==> src/rtl/pcm_frame_feeder_pkg.sv <==
// rtl/pcm_frame_feeder_pkg.sv - shared FSM states, valid encodings and sizing helpers for the PCM frame feeder
package pcm_frame_feeder_pkg;

    typedef enum logic [1:0] {
        ST_IDLE  = 2'd0,
        ST_LEFT  = 2'd1,
        ST_RIGHT = 2'd2
    } feed_state_t;

    localparam logic [1:0] VALID_NONE  = 2'b00;
    localparam logic [1:0] VALID_LEFT  = 2'b10;
    localparam logic [1:0] VALID_RIGHT = 2'b01;

    function automatic int divceil(input int num, input int den);
        return (num + den - 1) / den;
    endfunction

    // Ceiling log2; log2(1) is 0.
    function automatic int log2(input int value);
        int r;
        r = 0;
        for (int i = 0; i < 31; i++) begin
            if ((1 << i) < value) begin
                r = i + 1;
            end
        end
        return r;
    endfunction

endpackage

==> src/rtl/pcm_frame_feeder_if.sv <==
// rtl/pcm_frame_feeder_if.sv - frame input and per-channel PCM handshake bundle
interface pcm_frame_feeder_if #(
    parameter int BIT_DEPTH = 24
);
    logic [BIT_DEPTH-1:0] in_left;
    logic [BIT_DEPTH-1:0] in_right;
    logic                 in_valid;
    logic                 in_ready;
    logic [BIT_DEPTH-1:0] pcm_data;
    logic [1:0]           pcm_data_valid;
    logic [1:0]           pcm_data_ready;

    modport master (
        output in_left, in_right, in_valid, pcm_data_ready,
        input  in_ready, pcm_data, pcm_data_valid
    );

    modport slave (
        input  in_left, in_right, in_valid, pcm_data_ready,
        output in_ready, pcm_data, pcm_data_valid
    );
endinterface

==> src/rtl/pcm_frame_fifo.sv <==
// rtl/pcm_frame_fifo.sv - synchronous stereo frame FIFO with occupancy level
module pcm_frame_fifo #(
    parameter int WIDTH = 48,
    parameter int DEPTH = 16,
    parameter int AW    = 4
) (
    input  logic             clk,
    input  logic             rst_n,
    input  logic             push,
    input  logic [WIDTH-1:0] wr_data,
    input  logic             pop,
    output logic [WIDTH-1:0] rd_data,
    output logic [AW:0]      level,
    output logic             full,
    output logic             empty
);
    logic [WIDTH-1:0] mem [DEPTH];
    logic [AW-1:0]    wr_ptr;
    logic [AW-1:0]    rd_ptr;
    logic             do_push;
    logic             do_pop;

    assign full    = (level == (AW+1)'(DEPTH));
    assign empty   = (level == '0);
    assign do_push = push & ~full;
    assign do_pop  = pop & ~empty;
    assign rd_data = mem[rd_ptr];

    // Storage carries no reset; stale entries are unreachable once the pointers clear.
    always_ff @(posedge clk) begin
        if (do_push) begin
            mem[wr_ptr] <= wr_data;
        end
    end

    always_ff @(posedge clk or negedge rst_n) begin
        if (!rst_n) begin
            wr_ptr <= '0;
            rd_ptr <= '0;
            level  <= '0;
        end else begin
            if (do_push) begin
                wr_ptr <= wr_ptr + 1'b1;
            end
            if (do_pop) begin
                rd_ptr <= rd_ptr + 1'b1;
            end
            case ({do_push, do_pop})
                2'b10:   level <= level + 1'b1;
                2'b01:   level <= level - 1'b1;
                default: level <= level;
            endcase
        end
    end
endmodule

==> src/rtl/pcm_frame_feeder.sv <==
// rtl/pcm_frame_feeder.sv - buffers stereo frames and serves channel words on LRCK-driven requests
module pcm_frame_feeder
    import pcm_frame_feeder_pkg::*;
#(
    parameter int BIT_DEPTH  = 24,
    parameter int FIFO_DEPTH = 16,
    parameter int UNDERRUN_W = 16,
    localparam int FIFO_AW   = log2(FIFO_DEPTH)
) (
    input  logic                  sys_clk,
    input  logic                  sys_reset_n,
    pcm_frame_feeder_if.slave     pcm,
    output logic [FIFO_AW:0]      fifo_level,
    output logic [UNDERRUN_W-1:0] underrun_count,
    output logic                  underrun_sticky,
    input  logic                  clear_underrun
);
    localparam int FRAME_W = 2 * BIT_DEPTH;

    logic [FRAME_W-1:0]   rd_frame;
    logic                 fifo_full;
    logic                 fifo_empty;
    logic                 push;
    logic                 pop;
    logic                 ready_en;

    logic [1:0]           rdy_s1, rdy_s2, rdy_s3;
    logic                 req_l, req_r;

    feed_state_t          state, state_next;
    logic [BIT_DEPTH-1:0] data_q, data_next;
    logic [BIT_DEPTH-1:0] held_q, held_next;
    logic [1:0]           valid_q, valid_next;
    logic                 pending_r, pending_next;
    logic                 underrun;

    // Holds in_ready low through reset and releases it on the first clock afterwards.
    always_ff @(posedge sys_clk or negedge sys_reset_n) begin
        if (!sys_reset_n) begin
            ready_en <= 1'b0;
        end else begin
            ready_en <= 1'b1;
        end
    end

    assign pcm.in_ready = ready_en & ~fifo_full;
    assign push         = pcm.in_valid & pcm.in_ready;

    pcm_frame_fifo #(
        .WIDTH (FRAME_W),
        .DEPTH (FIFO_DEPTH),
        .AW    (FIFO_AW)
    ) u_fifo (
        .clk     (sys_clk),
        .rst_n   (sys_reset_n),
        .push    (push),
        .wr_data ({pcm.in_left, pcm.in_right}),
        .pop     (pop),
        .rd_data (rd_frame),
        .level   (fifo_level),
        .full    (fifo_full),
        .empty   (fifo_empty)
    );

    always_ff @(posedge sys_clk or negedge sys_reset_n) begin
        if (!sys_reset_n) begin
            rdy_s1 <= 2'b00;
            rdy_s2 <= 2'b00;
            rdy_s3 <= 2'b00;
        end else begin
            rdy_s1 <= pcm.pcm_data_ready;
            rdy_s2 <= rdy_s1;
            rdy_s3 <= rdy_s2;
        end
    end

    assign req_l = rdy_s2[1] & ~rdy_s3[1];
    assign req_r = rdy_s2[0] & ~rdy_s3[0];

    always_ff @(posedge sys_clk or negedge sys_reset_n) begin
        if (!sys_reset_n) begin
            state     <= ST_IDLE;
            data_q    <= '0;
            held_q    <= '0;
            valid_q   <= VALID_NONE;
            pending_r <= 1'b0;
        end else begin
            state     <= state_next;
            data_q    <= data_next;
            held_q    <= held_next;
            valid_q   <= valid_next;
            pending_r <= pending_next;
        end
    end

    // A left request always wins; a right request that coincides with it is deferred one cycle.
    always_comb begin
        state_next   = state;
        data_next    = data_q;
        held_next    = held_q;
        valid_next   = valid_q;
        pending_next = pending_r;
        pop          = 1'b0;
        underrun     = 1'b0;
        if (req_l) begin
            if (fifo_empty) begin
                data_next = '0;
                held_next = '0;
                underrun  = 1'b1;
            end else begin
                pop       = 1'b1;
                data_next = rd_frame[FRAME_W-1:BIT_DEPTH];
                held_next = rd_frame[BIT_DEPTH-1:0];
            end
            state_next   = ST_LEFT;
            valid_next   = VALID_LEFT;
            pending_next = pending_r | req_r;
        end else if ((state == ST_LEFT && (req_r || pending_r)) ||
                     (state == ST_RIGHT && req_r)) begin
            data_next    = held_q;
            valid_next   = VALID_RIGHT;
            state_next   = ST_RIGHT;
            pending_next = 1'b0;
        end
    end

    assign pcm.pcm_data       = data_q;
    assign pcm.pcm_data_valid = valid_q;

    // An underrun in the same cycle as a clear leaves a count of one.
    always_ff @(posedge sys_clk or negedge sys_reset_n) begin
        if (!sys_reset_n) begin
            underrun_count  <= '0;
            underrun_sticky <= 1'b0;
        end else if (underrun) begin
            underrun_sticky <= 1'b1;
            if (clear_underrun) begin
                underrun_count <= UNDERRUN_W'(1);
            end else if (underrun_count != {UNDERRUN_W{1'b1}}) begin
                underrun_count <= underrun_count + 1'b1;
            end
        end else if (clear_underrun) begin
            underrun_count  <= '0;
            underrun_sticky <= 1'b0;
        end
    end
endmodule
==> src/flat_wrapper.sv <==
// flat-port wrapper written by rule: the top's interface ports become plain ports
module pcm_frame_feeder_flat import pcm_frame_feeder_pkg::*;
#(
    parameter int BIT_DEPTH  = 24,
    parameter int FIFO_DEPTH = 16,
    parameter int UNDERRUN_W = 16,
    localparam int FIFO_AW   = log2(FIFO_DEPTH)
)
  (sys_clk, sys_reset_n, fifo_level, underrun_count, underrun_sticky, clear_underrun, pcm_in_left, pcm_in_right, pcm_in_valid, pcm_pcm_data_ready, pcm_in_ready, pcm_pcm_data, pcm_pcm_data_valid);
  pcm_frame_feeder_if #(.BIT_DEPTH(BIT_DEPTH)) pcm_i ();
  input  logic sys_clk;
  input  logic sys_reset_n;
  output logic [FIFO_AW:0] fifo_level;
  output logic [UNDERRUN_W-1:0] underrun_count;
  output logic underrun_sticky;
  input  logic clear_underrun;
  input wire logic [$bits(pcm_i.in_left)-1:0] pcm_in_left;
  input wire logic [$bits(pcm_i.in_right)-1:0] pcm_in_right;
  input wire logic [$bits(pcm_i.in_valid)-1:0] pcm_in_valid;
  input wire logic [$bits(pcm_i.pcm_data_ready)-1:0] pcm_pcm_data_ready;
  output wire logic [$bits(pcm_i.in_ready)-1:0] pcm_in_ready;
  output wire logic [$bits(pcm_i.pcm_data)-1:0] pcm_pcm_data;
  output wire logic [$bits(pcm_i.pcm_data_valid)-1:0] pcm_pcm_data_valid;
  assign pcm_i.in_left = pcm_in_left;
  assign pcm_i.in_right = pcm_in_right;
  assign pcm_i.in_valid = pcm_in_valid;
  assign pcm_i.pcm_data_ready = pcm_pcm_data_ready;
  assign pcm_in_ready = pcm_i.in_ready;
  assign pcm_pcm_data = pcm_i.pcm_data;
  assign pcm_pcm_data_valid = pcm_i.pcm_data_valid;
  pcm_frame_feeder #(.BIT_DEPTH(BIT_DEPTH), .FIFO_DEPTH(FIFO_DEPTH), .UNDERRUN_W(UNDERRUN_W)) u_core (.sys_clk(sys_clk), .sys_reset_n(sys_reset_n), .pcm(pcm_i), .fifo_level(fifo_level), .underrun_count(underrun_count), .underrun_sticky(underrun_sticky), .clear_underrun(clear_underrun));
endmodule
==> config.mk <==
export PLATFORM = sky130hd
export DESIGN_NAME = pcm_frame_feeder_flat
export DESIGN_NICKNAME = d
export VERILOG_FILES = /design/src/rtl/pcm_frame_feeder_pkg.sv /design/src/rtl/pcm_frame_feeder_if.sv /design/src/rtl/pcm_frame_fifo.sv /design/src/rtl/pcm_frame_feeder.sv /design/src/flat_wrapper.sv
export SDC_FILE = /design/constraint.sdc
export NUM_CORES = 1
export LEC_CHECK = 0
export ABC_AREA = 1
export CAP_MARGIN = 40
export CORE_MARGIN = 2
export CORE_UTILIZATION = 30
export CTS_CLUSTER_DIAMETER = 80
export DETAILED_ROUTE_END_ITERATION = 8
export PLACE_DENSITY = 0.47
export SETUP_SLACK_MARGIN = 0.2
export SLEW_MARGIN = 20
export SYNTH_ARGS = -nofsm -noshare
export SYNTH_HDL_FRONTEND = slang
export SYNTH_HIERARCHICAL = 1
export SYNTH_SLANG_ARGS = --single-unit
==> constraint.sdc <==
create_clock -name sys_clk -period 8.6 [get_ports sys_clk]
set_input_delay 1.72 -clock sys_clk [delete_from_list [all_inputs] [get_ports sys_clk]]
set_output_delay 1.72 -clock sys_clk [all_outputs]
set_load 0.03 [all_outputs]
== Word-level counts from Yosys, hierarchy flattened ==
Memories as Yosys holds them, arrays and structs flattened.
Index checks and enable logic that the tools add are counted.
Word-level totals
  register bits: 90
  bits in latches: 0
  memory bits (writable): 768
  memories: 1
  output and inout bits: 49
  logic and storage cells: 70
  bits in read-only memories: 0
  input bits: 54
Cells by class
  $lt $le $gt $ge: 0
  multiplexer cells: 23
  shift operators: 0
  reductions and logical operators: 10
  divide/modulo/power cells: 0
  $mul: 0
  equality and inequality tests: 6
  add/sub/neg operators: 5
  bitwise logic cells: 11
Memory list
  u_core.u_fifo.mem: depth 16, bits a word 48, rd ports 1, clocked after Yosys merged registers in 0, write ports 1, RTL line pcm_frame_fifo.sv:17  | logic [WIDTH-1:0] mem [DEPTH];
Operators with widths (count)
  24-bit two-way mux: 4
  16-bit two-way mux: 4
  16-bit by 1-bit adder with 16-bit output (second input constant): 1
  16-bit != test (second input constant): 1
  1-bit two-way mux: 10
  5-bit one-hot mux with 2 select lines: 1
  4-bit by 1-bit adder with 4-bit output (second input constant): 2
  2-bit two-way mux: 4
  2-bit nonzero test: 4
  1-bit bitwise AND: 6
  5-bit by 1-bit adder with 5-bit output (second input constant): 1
  5-bit == test (second input constant): 1
  5-bit zero test: 1
  5-bit by 1-bit subtractor with 5-bit output (second input constant): 1
  2-bit by 1-bit == test with 1-bit output (second input constant): 2
  2-bit == test (second input constant): 2
  1-bit NOT: 4
  1-bit logical AND: 2
  1-bit logical OR: 2
  2-bit AND reduction: 1
  1-bit OR: 1

== Depth between registers and ports, before layout ==
  depth in word-level cells: 7
  gate-level depth with buffers: 20
  gate-level depth less buffers: 19

== Cells and area by module ==
Netlist, hierarchy kept.
By module, submodules not included
  pcm_frame_fifo: cells an instance 3108, seq. area each 23387.4 µm², area each 32810.2 µm², times used 1
  pcm_frame_feeder: cells an instance 454, seq. area each 1876.8 µm², area each 3619.7 µm², times used 1

== Least setup slack after synthesis ==
OpenSTA, ideal clock, no wires.
  kind: input port to flip-flop
  start point: input pcm_in_valid
  end point: memory u_core.u_fifo.mem[0][0] (enable)
  cell stages on the path: 5
  slack: 3821 ps
  data arrival time: 4325 ps
  library setup time: 454 ps
  buffers on the path: 0
  data required time: 8146 ps
  cells stage by stage: nor3b_1 -> nand2_1 -> inv_1 -> nand2_1 -> nor2_1
On the way
  cells in the longest elaborated chain, start to end: 4
RTL lines
  start: declaration: RTL line flat_wrapper.sv:19  | input wire logic [$bits(pcm_i.in_valid)-1:0] pcm_in_valid;
  1-bit bitwise AND: RTL line pcm_frame_feeder.sv:47  | assign push = pcm.in_valid & pcm.in_ready;
  1-bit bitwise AND: RTL line pcm_frame_fifo.sv:25  | assign do_push = push & ~full;
  1-bit two-way mux: RTL line pcm_frame_fifo.sv:31  | if (do_push) begin
  1-bit two-way mux (not written as such): RTL line pcm_frame_fifo.sv:32  | mem[wr_ptr] <= wr_data;
  end: declaration: RTL line pcm_frame_fifo.sv:17
Every way passes these cells.

== Final worst setup path ==
  start point: input pcm_in_valid
  end point: memory u_core.u_fifo.mem[1][22] (enable)
On the way
  cells in the longest elaborated chain, start to end: 4
RTL lines
  1-bit bitwise AND: RTL line pcm_frame_feeder.sv:47
  named net u_core.push: RTL line pcm_frame_feeder.sv:23  | logic push;
  1-bit bitwise AND: RTL line pcm_frame_fifo.sv:25
  1-bit two-way mux: RTL line pcm_frame_fifo.sv:31
  1-bit two-way mux (not written as such): RTL line pcm_frame_fifo.sv:32
The timed path passes the listed nets, and every way through them passes these cells.

==> results.txt <==
Max-slew violations -> 0
Vias in the first global route -> 23012
Commonest cells post-synth -> nand2_1, edfxtp_1, inv_1
First DRT Iteration DRCs -> 1626
Core area -> 120100 um2
Hold_buf cts -> 0
First-pass GRT wire length -> 152400 um
DR pass1 iterations -> 7
Num CTS Buffers -> 99
Mapped Area -> 36430 um2
Max Root-Sink Buffers -> 3
Slew @ Worst Pin -> 0.8692 ns
Avg Vias per Cell -> 4.484
Largest net degree at the start of global routing -> 131
DR vias -> 24034
I/O pin total -> 103
Status -> finished clean
Area Growth Syn to Fin -> 17.71%
Drt total wl -> 102300 um
Yosys reg bits -> 856
Antenna violations before repair -> 9
Height of the die -> 352.5 um
Area leader, netlist -> edfxtp_1
Final Hold Vio Count -> 0
Syn avg cell area -> 10.23 um2
RSZ-0062 raised after global routing -> false
DP HPWL -> 59250 um
Gr usage total -> 16.36%
Cell chosen for the clock root -> clkbuf_16
Fmax achieved -> 225.9 MHz
Routability Congestion -> 0.7666
Pwr Density -> 312.9 nW/um2
Share of layout cells above drive strength 1 -> 6.807%
Crit-path max FO -> 30
Maxcap violations -> 0
Min cycle time layout -> 4.426 ns
Share of the synthesized area in the top cell type -> 63.31%
Dominant cell by count in the synthesized netlist -> nand2_1
CP arrival -> 4.71 ns
CTS Sinks -> 856
Worst vdd ir -> 0.1940 mV
Number of library cell types mapped by synthesis -> 35
Ys async rst share -> 10.28%
Antenna-violating nets left -> 0
H-tree Lvls -> 3
Overflow after GRT -> 0
PortBufs -> 102
Period Utilization, post-route -> 51.47%
Cell leakage power -> 17.34 nW
Primary FF master, synth -> edfxtp_1
Die Wd -> 352.5 um
Min-delay worst type -> reg2reg
Yosys warns -> 6
Routed length per placed instance -> 19.09 um
Nets -> 3727
Initial core utilization -> 30.33%
Slew margin rel. -> 41.87%
Kind of critical path -> in2reg
CP Capture Type -> flip-flop
CP required -> 8.88 ns
Clock slew at reported path FFs -> 0.06 ns
TritonCTS clock tree -> done
Mapped Cells -> 3562
EDFF count, synth -> 768
Endpoints failing setup -> 0
Register area share after synthesis -> 69.35%
Skew-Pair Late Insertion Delay -> 0.68 ns
Post-cts sizing count -> 0
# rows -> 127
Die area -> 124200 um2
Total chip power -> 13.42 mW
Setup bufs post-CTS -> 0
Syn Nets -> 3627
Worst setup SP type -> primary input
Largest cells by area after synthesis -> edfxtp_1, nand2_1, dfrtp_1
TNS Setup -> 0 ns
Final Skew -> 0.03326 ns
DRC viols -> 0
## final timing paths
check / startpoint / to / slack (ns) / cells after the start
setup / recovery: pcm_in_valid / u_core/u_fifo/mem[1][22] / 4.17 / 7
hold / removal: u_core/rdy_s1[1] / u_core/rdy_s2[1] / 0.35 / 0
hold reg to reg: u_core/rdy_s1[1] / u_core/rdy_s2[1] / 0.35 / 0
max in group asynchronous: sys_reset_n / u_core/rdy_s3[1] / 6.63 / 3
setup reg to reg: u_core/u_fifo/rd_ptr[1] / u_core/pcm.pcm_data[12] / 4.61 / 14
min in group asynchronous: sys_reset_n / u_core/u_fifo/level[2] / 1.05 / 1
## flip-flops by register name, summed over array words and instances, names as in the netlist
| name | count |
|---|---|
| u_core/underrun_sticky | 1 |
| u_core/ready_en | 1 |
| u_core/rdy_s1 | 2 |
| u_core/pcm.pcm_data_valid | 1 |
| u_core/u_fifo/level | 5 |
| u_core/rdy_s3 | 2 |
| u_core/pcm.pcm_data | 24 |
| u_core/held_q | 24 |
| u_core/underrun_count | 16 |
| u_core/u_fifo/mem | 768 |
| u_core/rdy_s2 | 2 |
| u_core/u_fifo/wr_ptr | 4 |
| u_core/state | 1 |
| u_core/u_fifo/rd_ptr | 4 |
| u_core/pending_r | 1 |
## metal layers
layer | GRT usage, % | part of all wire [%]
met4 | 4.479 | 2.3
met3 | 2.986 | 5.2
met2 | 25.59 | 45
met1 | 23.25 | 47
met5 | 0 | 0.054
## per-stage QoR
stage               cells  area [um2]  worst slack, ns  utilization [%]  hold slack [ns]
detailed placement   5163       39390            3.470            32.79           0.3389
global route         5359       42880            4.038            35.69           0.3534
finish               5360       42880            4.174            35.70           0.3483
CTS                  5348       42680            4.166            35.53           0.3525
floorplan            3562       36430            3.821                -           0.3312
global placement     5151       39120            3.533            32.56           0.3333
## power by group
| group | internal (mW) | switching (mW) | total [mW] | leakage, nW |
|---|---|---|---|---|
| registers | 4.84 | 0.223 | 5.06 | 8.04 |
| logic | 1.13 | 2.97 | 4.10 | 7.69 |
| clock network | 2.54 | 1.72 | 4.26 | 1.61 |
## cell families after synthesis
kind of cell / share of synthesized area [%]
AOI/OAI and AO/OA: 1.003
xor gates and xnor gates: 0.2404
adders and majority gates: 0.3984
buffers and inverters: 6.017
DFF: 69.35
other: 0.01029
and+or+nand+nor: 22.98
## placed cells by master (no fill, tap or decap), types with 7 or more instances in the layout
cell type and count:
buf_12 8, buf_16 9, buf_4 40, bufinv_16 10
clkbuf_1 29, clkbuf_16 103, clkdlybuf4s50_1 101, clkinv_1 15
clkinv_2 17, dfrtp_1 85, edfxtp_1 768, ha_1 10
inv_1 356, nand2_1 1398, nand3_1 329, nand4_1 13
nor2_1 306, nor2_4 20, o21ai_0 56, o21ai_1 7
## worst max-delay path, cell delays in order
cell	delay, ns
clkdlybuf4s50_1	0.45
nor3b_1	0.19
nand2_1	0.31
inv_1	0.28
nand2_1	0.31
nor2_4	0.72
buf_4	0.66
## layout make-up
type / count / area [um2]
Multi-Input combinational cell: 2174 / 9099
Antenna cell: 2 / 5.005
Sequential cell: 856 / 25280
Clock buffer: 137 / 2755
Clock inverter: 48 / 531.8
Timing Repair Buffer: 164 / 1805
Tap cell: 1612 / 2017
Inverter: 367 / 1393
Fill cell: 12066 / 77250
No activity file was read; power rests on OpenSTA's default activity.
